$ cat config.mk
export PLATFORM = sky130hd
export DESIGN_NAME = str_arb_rr
export DESIGN_NICKNAME = d
export VERILOG_FILES = /design/src/rtl/str_arb_rr.sv
export SDC_FILE = /design/constraint.sdc
export NUM_CORES = 1
export LEC_CHECK = 0
export ABC_AREA = 1
export BUFFER_PORTS_ARGS = -buffer_cell sky130_fd_sc_hd__buf_2
export CORE_ASPECT_RATIO = 1.75
export CORE_MARGIN = 10
export CORE_UTILIZATION = 37
export DETAILED_ROUTE_END_ITERATION = 7
export GPL_ROUTABILITY_DRIVEN = 0
export PLACE_DENSITY = 0.72
export SYNTH_ARGS = -nofsm -noshare
export SYNTH_HDL_FRONTEND = slang
export SYNTH_SLANG_ARGS = --single-unit
$ cat constraint.sdc
create_clock -name clk -period 2.3 [get_ports clk]
set_input_delay 0.46 -clock clk [delete_from_list [all_inputs] [get_ports clk]]
set_output_delay 0.46 -clock clk [all_outputs]
set_load 0.005 [all_outputs]
$ cat src/rtl/str_arb_rr.sv
// Round-robin, packet-locked stream arbiter: NB_UP requesters share one downstream
// beat register, and a grant is held from a packet's first beat to its last.
module str_arb_rr #(
    parameter int NB_UP      = 4,
    parameter int DATA_WIDTH = 8,
    parameter int SEL_WIDTH  = $clog2(NB_UP)
) (
    input  logic                        clk,
    input  logic                        rst,
    input  logic [NB_UP*DATA_WIDTH-1:0] up_data,
    input  logic [NB_UP-1:0]            up_last,
    input  logic [NB_UP-1:0]            up_val,
    output logic [NB_UP-1:0]            up_rdy,
    output logic [DATA_WIDTH-1:0]       dn_data,
    output logic                        dn_last,
    output logic [SEL_WIDTH-1:0]        dn_sel,
    output logic                        dn_val,
    input  logic                        dn_rdy
);

    typedef enum logic {ST_IDLE, ST_LOCK} state_t;

    state_t                 r_state;
    logic [SEL_WIDTH-1:0]   r_grant;
    logic [SEL_WIDTH-1:0]   r_ptr;
    logic                   r_dn_val;
    logic                   r_dn_last;
    logic [SEL_WIDTH-1:0]   r_dn_sel;
    logic [DATA_WIDTH-1:0]  r_dn_data;

    logic                   w_dn_active;
    logic                   w_accept;
    logic                   w_found;
    logic [SEL_WIDTH-1:0]   w_pick;

    function automatic logic [SEL_WIDTH-1:0] next_idx(input logic [SEL_WIDTH-1:0] idx);
        if (int'(idx) == NB_UP - 1) begin
            return '0;
        end
        return idx + SEL_WIDTH'(1);
    endfunction

    // Rotating scan starting at r_ptr; the first requester found wins.
    always_comb begin
        logic [SEL_WIDTH-1:0] v_idx;
        w_found = 1'b0;
        w_pick  = r_ptr;
        v_idx   = r_ptr;
        for (int k = 0; k < NB_UP; k++) begin
            if (!w_found && up_val[v_idx]) begin
                w_found = 1'b1;
                w_pick  = v_idx;
            end
            v_idx = next_idx(v_idx);
        end
    end

    assign w_dn_active = ~r_dn_val | dn_rdy;
    assign w_accept    = (r_state == ST_LOCK) & w_dn_active & up_val[r_grant];

    always_comb begin
        up_rdy = '0;
        if (r_state == ST_LOCK && w_dn_active) begin
            up_rdy[r_grant] = 1'b1;
        end
    end

    // Arbitration state and downstream control register
    always_ff @(posedge clk or posedge rst) begin
        if (rst) begin
            r_state   <= ST_IDLE;
            r_grant   <= '0;
            r_ptr     <= '0;
            r_dn_val  <= 1'b0;
            r_dn_last <= 1'b0;
            r_dn_sel  <= '0;
        end else begin
            if (w_dn_active) begin
                r_dn_val <= w_accept;
                if (w_accept) begin
                    r_dn_last <= up_last[r_grant];
                    r_dn_sel  <= r_grant;
                end
            end
            case (r_state)
                ST_IDLE: begin
                    if (w_found) begin
                        r_grant <= w_pick;
                        r_state <= ST_LOCK;
                    end
                end
                ST_LOCK: begin
                    // Gaps in up_val keep the lock; only an accepted last beat releases it.
                    if (w_accept && up_last[r_grant]) begin
                        r_state <= ST_IDLE;
                        r_ptr   <= next_idx(r_grant);
                    end
                end
                default: r_state <= ST_IDLE;
            endcase
        end
    end

    // Data path register carries no reset; dn_val qualifies it.
    always_ff @(posedge clk) begin
        if (w_accept) begin
            r_dn_data <= up_data[int'(r_grant)*DATA_WIDTH +: DATA_WIDTH];
        end
    end

    assign dn_data = r_dn_data;
    assign dn_last = r_dn_last;
    assign dn_sel  = r_dn_sel;
    assign dn_val  = r_dn_val;

endmodule

### After elaboration in Yosys (flattened, before gate mapping)

Index checks and enable logic that the tools add are counted.

* logic and storage cells: 78
* bits in registers: 17
* input bits: 43

* add/sub/neg operators: 4
* muxes and demuxes: 39
* bitwise operators: 5
* eq/ne operators: 4
* shift-type cells: 1
* reductions and logical operators: 12
* $lt $le $gt $ge: 6

Operators by type and width (number)
* $shiftx A32 B6 Y8: 1
* $mux W2: 11
* $mux W1: 19
* $lt A2 B3 Y1 const B: 5
* $bmux W1 S2: 6
* $add A2 B1 Y2 const B: 4
* $eq A2 B1 Y1 const B: 4
* $logic_and A1 B1 Y1: 6
* $reduce_and A2 Y1: 3
* $mux W4: 1
* $logic_not A1 Y1: 3
* $and A1 B1 Y1: 2
* $demux W1 S2: 1
* $ge A2 B1 Y1 const B: 1
* $not A1 Y1: 2
* $pmux W1 S2: 1
* $or A1 B1 Y1: 1

### Depth between registers and ports, before layout

Gate-level depths: netlist of run 1.

* depth after elaboration: 15
* depth in mapped cells: 13
* gate-level depth less buffers: 13

### Worst setup path before layout of run 1

Ideal clock, no wire load.

* path type: reg2out
* start: register r_grant[0]
* end: output port up_rdy[0]
* required time: 1840 ps
* data arrival time: 1291 ps
* stages on the path, launching flop included: 7
* slack: 549 ps
* cells stage by stage: dfrtp_1 -> inv_2 -> buf_2 -> clkbuf_1 -> ha_1 -> inv_1 -> nor2_1

* cells in the longest elaborated chain, start to end: 5
* elaborated cells on any way between the ends: 6
* those cells by class: 2 x order compare; 3 x mux; 1 x reduce/logical

Ends and longest elaborated chain
* from (decl): line 24 `logic [SEL_WIDTH-1:0] r_grant;`
* from (signal assigned): line 88 `r_grant <= w_pick;`
* $lt A2 B3 Y1 (not written as such) or $ge A2 B1 Y1 (tied branches): line 64 `up_rdy[r_grant] = 1'b1;`
* $logic_and A1 B1 Y1 (not written as such): line 64
* $mux W1 (not written as such): line 64
* $demux W1 S2 (*): line 64
* $mux W4 (*): line 63 `if (r_state == ST_LOCK && w_dn_active) begin`
* to (decl): line 13 `output logic [NB_UP-1:0] up_rdy,`

Mark *: on every way between the ends. The rest lies on a longest branch, timed or not.

### Worst setup path after layout of run 1

* start: register r_ptr[0]
* end: register r_grant[0]

* cells in the longest elaborated chain, start to end: 14
* elaborated cells on any way between the ends: 34
* those cells by class: 3 x add/sub; 3 x eq/ne; 21 x mux; 7 x reduce/logical

Ends and longest elaborated chain
* from (decl): line 25 `logic [SEL_WIDTH-1:0] r_ptr;`
* from (signal assigned): line 96 `r_ptr <= next_idx(r_grant);`
* parallel branches: the longest is 14 deep, another holds $add A2 B1 Y2

Several ways; the timed one is not identified. The select of a mux whose other input is x is not followed.
A chain may end at the register's enable or synchronous reset.

==> metrics, run 1 <==
status=finished, final reports clean; DRC=0; Remaining Overflow, GRT=0; largest net degree at the start of global routing=20; Critical Path Start=r_ptr[0]; Pwr Density=1390 nW/um^2; initial antenna violation count=0; reg2reg setup slack=0.30 ns; Clk network pwr share=0.092; syn_area_per_cell=7.19 um^2; sw frac=0.490; Chip Width=64.7 um; clk_skew=0.00438 ns; Die Span Y=98.2 um; Final Cycle Share=0.868; I/O pins=59; DP HPWL=3320 um; #FFs+latches synth=17; Critical Path Sink Type=register; Area Overhead vs Synth=31.3%; routed wire length=3880 um; placed cell count=282; total negative setup slack=0 ns; vias in the first global route=1464; post-synth cell types=24; Power, Total=2.37 mW; Leakage=0.891 nW; vias per cell=4.79; max-cap viol count=0; IO buf count=58; Setup CP Type=reg2reg; Comb pwr share=0.655; Seq/Total Area, Yosys=0.360; Syn Std Cell Area=1290 um^2; TritonCTS buffer count=3; Setup violations, final=0; total core area=3360 um^2; fin crit period=2.00 ns; CP required=2.44 ns; Hold WC Path Type=in2async; Post-Syn Instances=180; first-pass GRT wire length=6630 um; drt pass-1 iters=4; Final Cell Area=1700 um^2; Avg WL per Cell=13.6 um; Vias=1369; CTS tree=done; Iter 0 DRT Violations=78; Slew Limit Fails=0; Ys Warns=0; crit path DAT=2.14 ns; fraction of layout cells with a size suffix above 1=0.357; Resized Gates After CTS=0; most common cell after layout, fill and taps aside=buf_2; final hold viol count=0; reg2reg end=r_grant[0]; root buffer selected by CTS=clkbuf_8; cells on worst reg2reg path=10; Std-Cell Rows=28; Post-CTS Setup Repair Bufs=0; final cell count without fillers=286; H-tree levels=1; RSZ-0062 raised after global routing=no; Max Fclk=501 MHz; number of diodes=0; clk_lat worst skew=0.25 ns; Final ANT Viol Nets=0; clock net sink count=17; sequential power share=0.253; GR Util All Layers=0.125; Critical Path Source Type=register; clk buf depth=2; Int Power=1.21 mW; Peak VDD IR=0.593 mV; worst r2r src=r_ptr[0]; Area after DPL=1650 um^2; Clock Pin Slew Worst Setup and Hold Paths=0.07 ns; Initial Utilization=0.385; worst slew pin tran=0.491 ns; critical path fanouts, max=7; syn_nets=228; switching power=1.16 mW; nets@finish=290; full die area=6360 um^2; commonest non-fill, non-tap cells in the layout=58 x buf_2, 34 x nand2_1, 25 x nor2_1, 21 x o21ai_0; hold buffer count at cts=0; Slew HR=0.670
sequential cells by signal, indices dropped and copies added (netlist names):
register	cells
dn_data	8
dn_last	1
dn_sel	2
dn_val	1
r_grant	2
r_ptr	2
r_state	1
power groups by stage:
stage / Clock, mW / Combinational, mW / Sequential (mW)
after floorplan: 0 / 1.11 / 0.599
after global placement: 0 / 1.55 / 0.612
after detailed placement: 0 / 1.57 / 0.606
after CTS: 0.224 / 1.58 / 0.600
after global routing: 0.239 / 1.79 / 0.619
final: 0.219 / 1.55 / 0.598
how the worst max path moves through the flow:
stage	end	slack (ns)	depth (start not counted)
finish	r_grant[0]	0.30	10
global route	r_grant[0]	0.14	10
CTS	r_grant[0]	0.31	10
detailed placement	r_grant[0]	0.34	10
global placement	r_grant[0]	0.33	10
floorplan	up_rdy[0]	0.55	6
stage by stage:
| stage | util | setup WS, ns | hold slack, ns |
|---|---|---|---|
| floorplan | - | 0.549 | 0.288 |
| global placement | 0.491 | 0.328 | 0.441 |
| detailed placement | 0.491 | 0.336 | 0.451 |
| CTS | 0.505 | 0.313 | 0.169 |
| global route | 0.505 | 0.140 | 0.173 |
| finish | 0.505 | 0.303 | 0.161 |
cell type report:
class	instances	area, um^2
Clock buffer	3	41.3
Timing Repair Buffer	63	328
Fill cell	369	1660
Clock inverter	1	5.00
Sequential cell	17	465
Inverter	21	78.8
Multi-Input combinational cell	136	724
Tap cell	45	56.3
layer usage:
| metal | GRT usage | part of all wire | up-vias | wire [um] |
|---|---|---|---|---|
| li1 | - | - | 719 | - |
| met3 | 0.0446 | 0.080 | 6 | 310 |
| met5 | 0 | 0 | - | 0 |
| met4 | 0.0464 | 0.018 | 0 | 71 |
| met1 | 0.119 | 0.36 | 596 | 1410 |
| met2 | 0.232 | 0.54 | 48 | 2090 |
cells in the mapped netlist, drive strengths merged:
cell type  instances  area [um^2]
dfrtp              9          225
nor2              28          126
ha                 5         62.6
a21oi              7         38.8
buf                2         10.0
a22oi              1         7.51
clkbuf             4         15.0
nand3b             1         11.3
xor2               1         8.76
o21ai             23          115
o22ai              8         50.1
nand3             20          115
nand2             41          181
inv               21         78.8
o31ai              1         7.51
edfxtp             8          240
worst max-delay path: stages, from the launching register on:
cell and delay (ns):
dfrtp_1 0.48, ha_1 0.27, nor2_2 0.32, nand2_1 0.16, nand3_1 0.11, nand2_1 0.08
nand3b_2 0.23, nor2_1 0.10, nor2_1 0.04, nand2_1 0.06, nand2_1 0.05
cell families after synthesis:
logic type,after synthesis,synth area share
and+or+nand+nor,90,0.336
AOI/OAI and AO/OA,40,0.169
buffers and inverters,27,0.0803
DFF,17,0.360
adders and majority gates,5,0.0484
xor gates and xnor gates,1,0.00677
(Power assumes the default switching activity.)
==> run 2: changes to the inputs <==
--- a/config.mk
+++ b/config.mk
@@ -8,11 +8,13 @@
 export ABC_AREA = 1
 export BUFFER_PORTS_ARGS = -buffer_cell sky130_fd_sc_hd__buf_2
 export CORE_ASPECT_RATIO = 1.75
-export CORE_MARGIN = 10
+export CORE_MARGIN = 2
 export CORE_UTILIZATION = 37
+export CTS_BUF_LIST = sky130_fd_sc_hd__clkbuf_4 sky130_fd_sc_hd__clkbuf_8 sky130_fd_sc_hd__clkbuf_16
 export DETAILED_ROUTE_END_ITERATION = 7
 export GPL_ROUTABILITY_DRIVEN = 0
 export PLACE_DENSITY = 0.72
+export REMOVE_ABC_BUFFERS = 1
 export SYNTH_ARGS = -nofsm -noshare
 export SYNTH_HDL_FRONTEND = slang
 export SYNTH_SLANG_ARGS = --single-unit
==> run 2 against run 1 <==
Setup slack improved by 0.069 ns. Critical path depth decreased by 5. Routed wire length decreased by 12%. Fmax increased by 3.6%. Non-clock buffer count decreased by 2. Via count increased by 2.2%. Combinational power about the same.
==> metrics, run 2 (synthesis results as in run 1) <==
TritonCTS buffer count=3 (unchanged); Final Cycle Share=0.838 (-0.0298); reg2reg setup slack=0.39 ns (+0.09 ns); fin crit period=1.93 ns (-0.0686 ns); number of diodes=0 (unchanged); Critical Path Source Type=register; DRC=0 (unchanged); status=finished, final reports clean; initial antenna violation count=0 (unchanged); Hold WC Path Type=in2async; Final ANT Viol Nets=0 (unchanged); clock net sink count=17 (unchanged); nets@finish=288 (-0.69%); pre-CTS setup slack=0.419 ns (+0.0828 ns); critical path fanouts, max=13 (+6); reg2reg end=r_grant[0]; Vias=1399 (+2.2%); routed wire length=3420 um (-12%); PnR worst setup slack=0.372 ns (+0.0686 ns); total core area=3360 um^2 (unchanged); hold slack=0.167 ns (+0.00579 ns); cells on worst reg2reg path=10 (unchanged); crit path DAT=1.47 ns (-0.67 ns); CP most frequent cell=inv_1; Final Core Density=0.501 (-0.00372); Remaining Overflow, GRT=0 (unchanged); Post-CTS Setup Repair Bufs=0 (unchanged); Std-Cell Rows=28 (unchanged); GR Util All Layers=0.182 (+0.0577); Area after DPL=1640 um^2 (-0.91%); IO buf count=58 (unchanged); Slew HR=0.689 (+0.0184); Clock Pin Slew Worst Setup and Hold Paths=0.06 ns (about the same); Cell Chain, Critical Path=inv_1 > ha_1 > inv_1 > nor2_1 > buf_2; H-tree levels=1 (unchanged); CTS tree=done; CP required=1.84 ns (-0.60 ns); Chip Width=48.7 um (-25%); drt pass-1 iters=4 (unchanged); vias in the first global route=1351 (-7.7%); commonest non-fill, non-tap cells in the layout=58 x buf_2, 34 x nand2_1, 25 x nor2_1, 21 x o21ai_0; max reg flops=8 (unchanged); max-cap viol count=0 (unchanged); Resized Gates After CTS=0 (unchanged); Fillers=358 (-3.0%); total negative setup slack=0 ns (unchanged); worst r2r src=r_ptr[0]; most common cell after layout, fill and taps aside=buf_2; Setup CP Type=reg2out; Setup violations, final=0 (unchanged); clk_lat worst skew=0.24 ns (about the same); Avg WL per Cell=12.0 um (-11%); final hold viol count=0 (unchanged); RSZ-0062 raised after global routing=no; DP HPWL=2660 um (-20%); clk buf depth=2 (unchanged); slowest stage delay, CP=0.39 ns (-0.09 ns); Area Overhead vs Synth=30.4%; Die Span Y=82.2 um (-16%); fraction of layout cells with a size suffix above 1=0.351 (-0.00538); I/O pins=59 (unchanged); slowest CP cell=dfrtp_1; first-pass GRT wire length=5800 um (-13%); Slew Limit Fails=0 (unchanged); Pwr Density=1400 nW/um^2 (+0.44%); Iter 0 DRT Violations=31 (-60%); largest net degree at the start of global routing=25 (+25%); worst slew pin tran=0.464 ns (-0.0274 ns); full die area=4000 um^2 (-37%); vias per cell=4.93 (+2.9%); Critical Path Sink Type=primary output; Max Fclk=519 MHz (+3.6%); clk_skew=0.00235 ns (-0.00203 ns); Initial Utilization=0.385 (unchanged); Peak VDD IR=0.705 mV (+19%); hold buffer count at cts=0 (unchanged); Final Cell Area=1690 um^2 (-0.74%); root buffer selected by CTS=clkbuf_8; Leakage=0.882 nW (-1.0%)
## run 2: per-stage QoR
step	std cells	total power, mW
2_1_floorplan	174	1.68
3_3_place_gp	280	2.12
3_5_place_dp	280	2.15
4_1_cts	284	2.38
5_1_grt	284	2.62
6_report	284	2.36
## run 2: worst max-delay path: cells and delay by family (launching register included)
kind,cells,cell delay [ns]
adder cells (fa/ha/maj),1,0.22
buffers and inverters,3,0.49
flip-flops,1,0.39
AND/OR/NAND/NOR,1,0.12
## run 2: layout make-up
type / instances / area, um^2 / area share
sequential: 17 / 465 / 0.276
tap: 45 / 56.3 / 0.0334
inverter: 21 / 78.8 / 0.0467
timing repair buffer: 61 / 313 / 0.185
multi-input combinational: 136 / 724 / 0.430
clock buffer: 4 / 48.8 / 0.0289
## run 2: worst max path at each step
stage / start / end / slack, ns / cells after the start
4_1_cts: r_grant[1] / up_rdy[0] / 0.36 / 5
6_report: r_grant[1] / up_rdy[0] / 0.37 / 5
3_3_place_gp: r_ptr[0] / r_grant[0] / 0.46 / 10
3_5_place_dp: r_ptr[0] / r_grant[0] / 0.42 / 10
2_1_floorplan: r_grant[0] / r_ptr[0] / 0.33 / 8
5_1_grt: r_ptr[0] / r_grant[0] / 0.17 / 10
## run 2: per-layer routing
layer,share of wire,global-route usage,vias to the layer above
li1,-,-,719
met1,0.38,0.191,628
met2,0.55,0.368,48
met3,0.048,0.0234,4
met4,0.018,0.0629,0
met5,0,0,-
## run 2: power breakdown
part / leakage [nW] / switching, mW / internal [mW]
combinational: 0.676 / 0.997 / 0.563
clock: 0.0262 / 0.0940 / 0.134
sequential: 0.181 / 0.0654 / 0.507
==> run 3: changes to the inputs <==
--- a/config.mk
+++ b/config.mk
@@ -13,7 +13,7 @@
 export CTS_BUF_LIST = sky130_fd_sc_hd__clkbuf_4 sky130_fd_sc_hd__clkbuf_8 sky130_fd_sc_hd__clkbuf_16
 export DETAILED_ROUTE_END_ITERATION = 7
 export GPL_ROUTABILITY_DRIVEN = 0
-export PLACE_DENSITY = 0.72
+export PLACE_DENSITY = 0.74
 export REMOVE_ABC_BUFFERS = 1
 export SYNTH_ARGS = -nofsm -noshare
 export SYNTH_HDL_FRONTEND = slang
==> constraint.sdc (replaced) <==
create_clock -name clk -period 1.7 [get_ports clk]
set_input_delay 0.34 -clock clk [delete_from_list [all_inputs] [get_ports clk]]
set_output_delay 0.34 -clock clk [all_outputs]
set_load 0.005 [all_outputs]
==> run 3 against run 2 <==
Global-route usage increased by 0.15 points. Clock power grew 34%. Sequential power rose by 40%. Count of clock-buffer cells in the layout is the same. Combinational power up 59%. Sequential share of layout area down 2.0 points. Non-clock buffer count is 13 higher. Core utilization rose by 4.2 points. Clock skew hardly changed. Sequential cell count did not move. Critical path depth increased by 1. Final cell count grew 4.6%. Largest cell class unchanged.
==> metrics, run 3 (synthesis results as in run 1) <==
DP HPWL=2850 um (+7.1%); crit path DAT=1.29 ns (-0.18 ns); GR Util All Layers=0.184 (+0.00147); initial antenna violation count=0 (unchanged); clk_lat worst skew=0.24 ns (about the same); Hold WC Path Type=in2async; Slew HR=0.762 (+0.0732); status=finished, final reports clean; Critical Path Sink Type=primary output; root buffer selected by CTS=clkbuf_8; total core area=3360 um^2 (unchanged); vias per cell=4.84 (-1.8%); clk_skew=0.00213 ns (-0.000227 ns); fraction of layout cells with a size suffix above 1=0.405 (+0.0533); Final Cell Area=1830 um^2 (+8.3%); CTS tree=done; IO buf count=58 (unchanged); Die Span Y=82.2 um (unchanged); RSZ-0062 raised after global routing=yes; hold slack=0.0557 ns (-0.111 ns); critical path fanouts, max=9 (-4); Initial Utilization=0.385 (unchanged); full die area=4000 um^2 (unchanged); clk buf depth=2 (unchanged); WL met2=2030 um (+7.7%); Final Core Density=0.543 (+0.0417); Chip Width=48.7 um (unchanged); first-pass GRT wire length=5830 um (+0.59%); max reg flops=8 (unchanged); slowest CP cell=dfrtp_2; Remaining Overflow, GRT=0 (unchanged); max-cap viol count=0 (unchanged); Setup CP Type=reg2out; Vias=1437 (+2.7%); wire length on met3=103 um (-38%); H-tree levels=1 (unchanged); DRC=0 (unchanged); clock net sink count=17 (unchanged); Iter 0 DRT Violations=40 (+29%); fin crit period=1.63 ns; CP Buf/Inv Count=4 (+1); Final Cycle Share=0.960; number of diodes=0 (unchanged); Post-Route M1 WL=1370 um (+5.1%); largest net degree at the start of global routing=23 (-8.0%); Clock Pin Slew Worst Setup and Hold Paths=0.06 ns (about the same); Leakage=0.948 nW (+7.4%); nets@finish=301 (+4.5%); Slew Limit Fails=0 (unchanged); Critical Path Source Type=register; Area after DPL=1700 um^2 (+3.7%); crit-path leading delay family=flip-flops; vias in the first global route=1378 (+2.0%); I/O pins=59 (unchanged); Area Overhead vs Synth=41.2%; top layer reached by signal wires=met4; Std-Cell Rows=28 (unchanged); Pwr Density=1960 nW/um^2 (+40%); Avg WL per Cell=12.0 um (-0.77%); Setup violations, final=0 (unchanged); Cell Chain, Critical Path=inv_4 > buf_6 > ha_1 > inv_1 > nor2_1 > buf_2; worst slew pin tran=0.357 ns (-0.107 ns); Peak VDD IR=1.16 mV (+65%); routed wire length=3550 um (+3.8%); most common cell after layout, fill and taps aside=buf_2; slowest stage delay, CP=0.45 ns (+0.06 ns); Power, Total=3.58 mW (+52%); final hold viol count=0 (unchanged); CP required=1.36 ns (-0.48 ns); TritonCTS buffer count=3 (unchanged); drt pass-1 iters=4 (unchanged); Final ANT Viol Nets=0 (unchanged); Max Fclk=613 MHz; commonest non-fill, non-tap cells in the layout=58 x buf_2, 33 x nand2_1, 25 x nor2_1, 21 x o21ai_0, 17 x nand3_1
[run 3: stage by stage]
step	worst slack (ns)	instances	TNS, ns
5_1_grt	-0.0247	297	-0.0295
2_1_floorplan	-0.274	174	-2.49
3_5_place_dp	-0.0328	288	-0.0328
4_1_cts	0.00822	293	0
3_3_place_gp	0.0101	288	0
6_report	0.0682	297	0
[run 3: layer usage]
metal  global-route usage  vias up
met1                0.185      655
met5                    0        -
met2                0.381       38
met4               0.0771        0
li1                     -      740
met3               0.0144        4
[run 3: report_power, final]
part	total (mW)	switching (mW)	internal [mW]
clock	0.306	0.125	0.182
combinational	2.48	1.41	1.07
sequential	0.799	0.111	0.689
total	3.58	1.65	1.94
[run 3: cell type report]
cell class	instances	area, um^2
clock buffers	4	48.8
fillers	340	1540
inverters	21	81.3
multi-input cells	136	744
flip-flops and latches	17	467
well taps	45	56.3
repair buffers	74	429
[run 3: path summary, 6_finish.rpt]
check                                start    endpoint  slack, ns  cells past startpoint
worst max-delay path            r_grant[0]   up_rdy[2]       0.07                      6
worst min-delay path                   rst  r_grant[1]       0.06                      2
worst max register to register    r_ptr[1]  r_grant[1]       0.08                     11
worst min register to register     dn_last     dn_last       0.47                      2
max in group asynchronous              rst  r_grant[0]       1.37                      2
min in group clk                    dn_rdy      dn_val       0.29                      2
[run 3: worst register-to-register path, delay by kind of cell (launching register included)]
kind                       cells  cell delay [ns]
AOI/OAI and AO/OA              2             0.19
adders and majority gates      1             0.28
buffers and inverters          2             0.18
DFF                            1             0.42
and+or+nand+nor                6             0.49
[run 3: what timing repair did]
item | CTS | global route
pin swaps | 0 | 5
hold endpoints to repair | 0 | 0
hold buffers | 0 | 0
gates resized for setup | 2 | 11
setup buffers | 1 | 4
setup endpoints to repair | 4 | 8
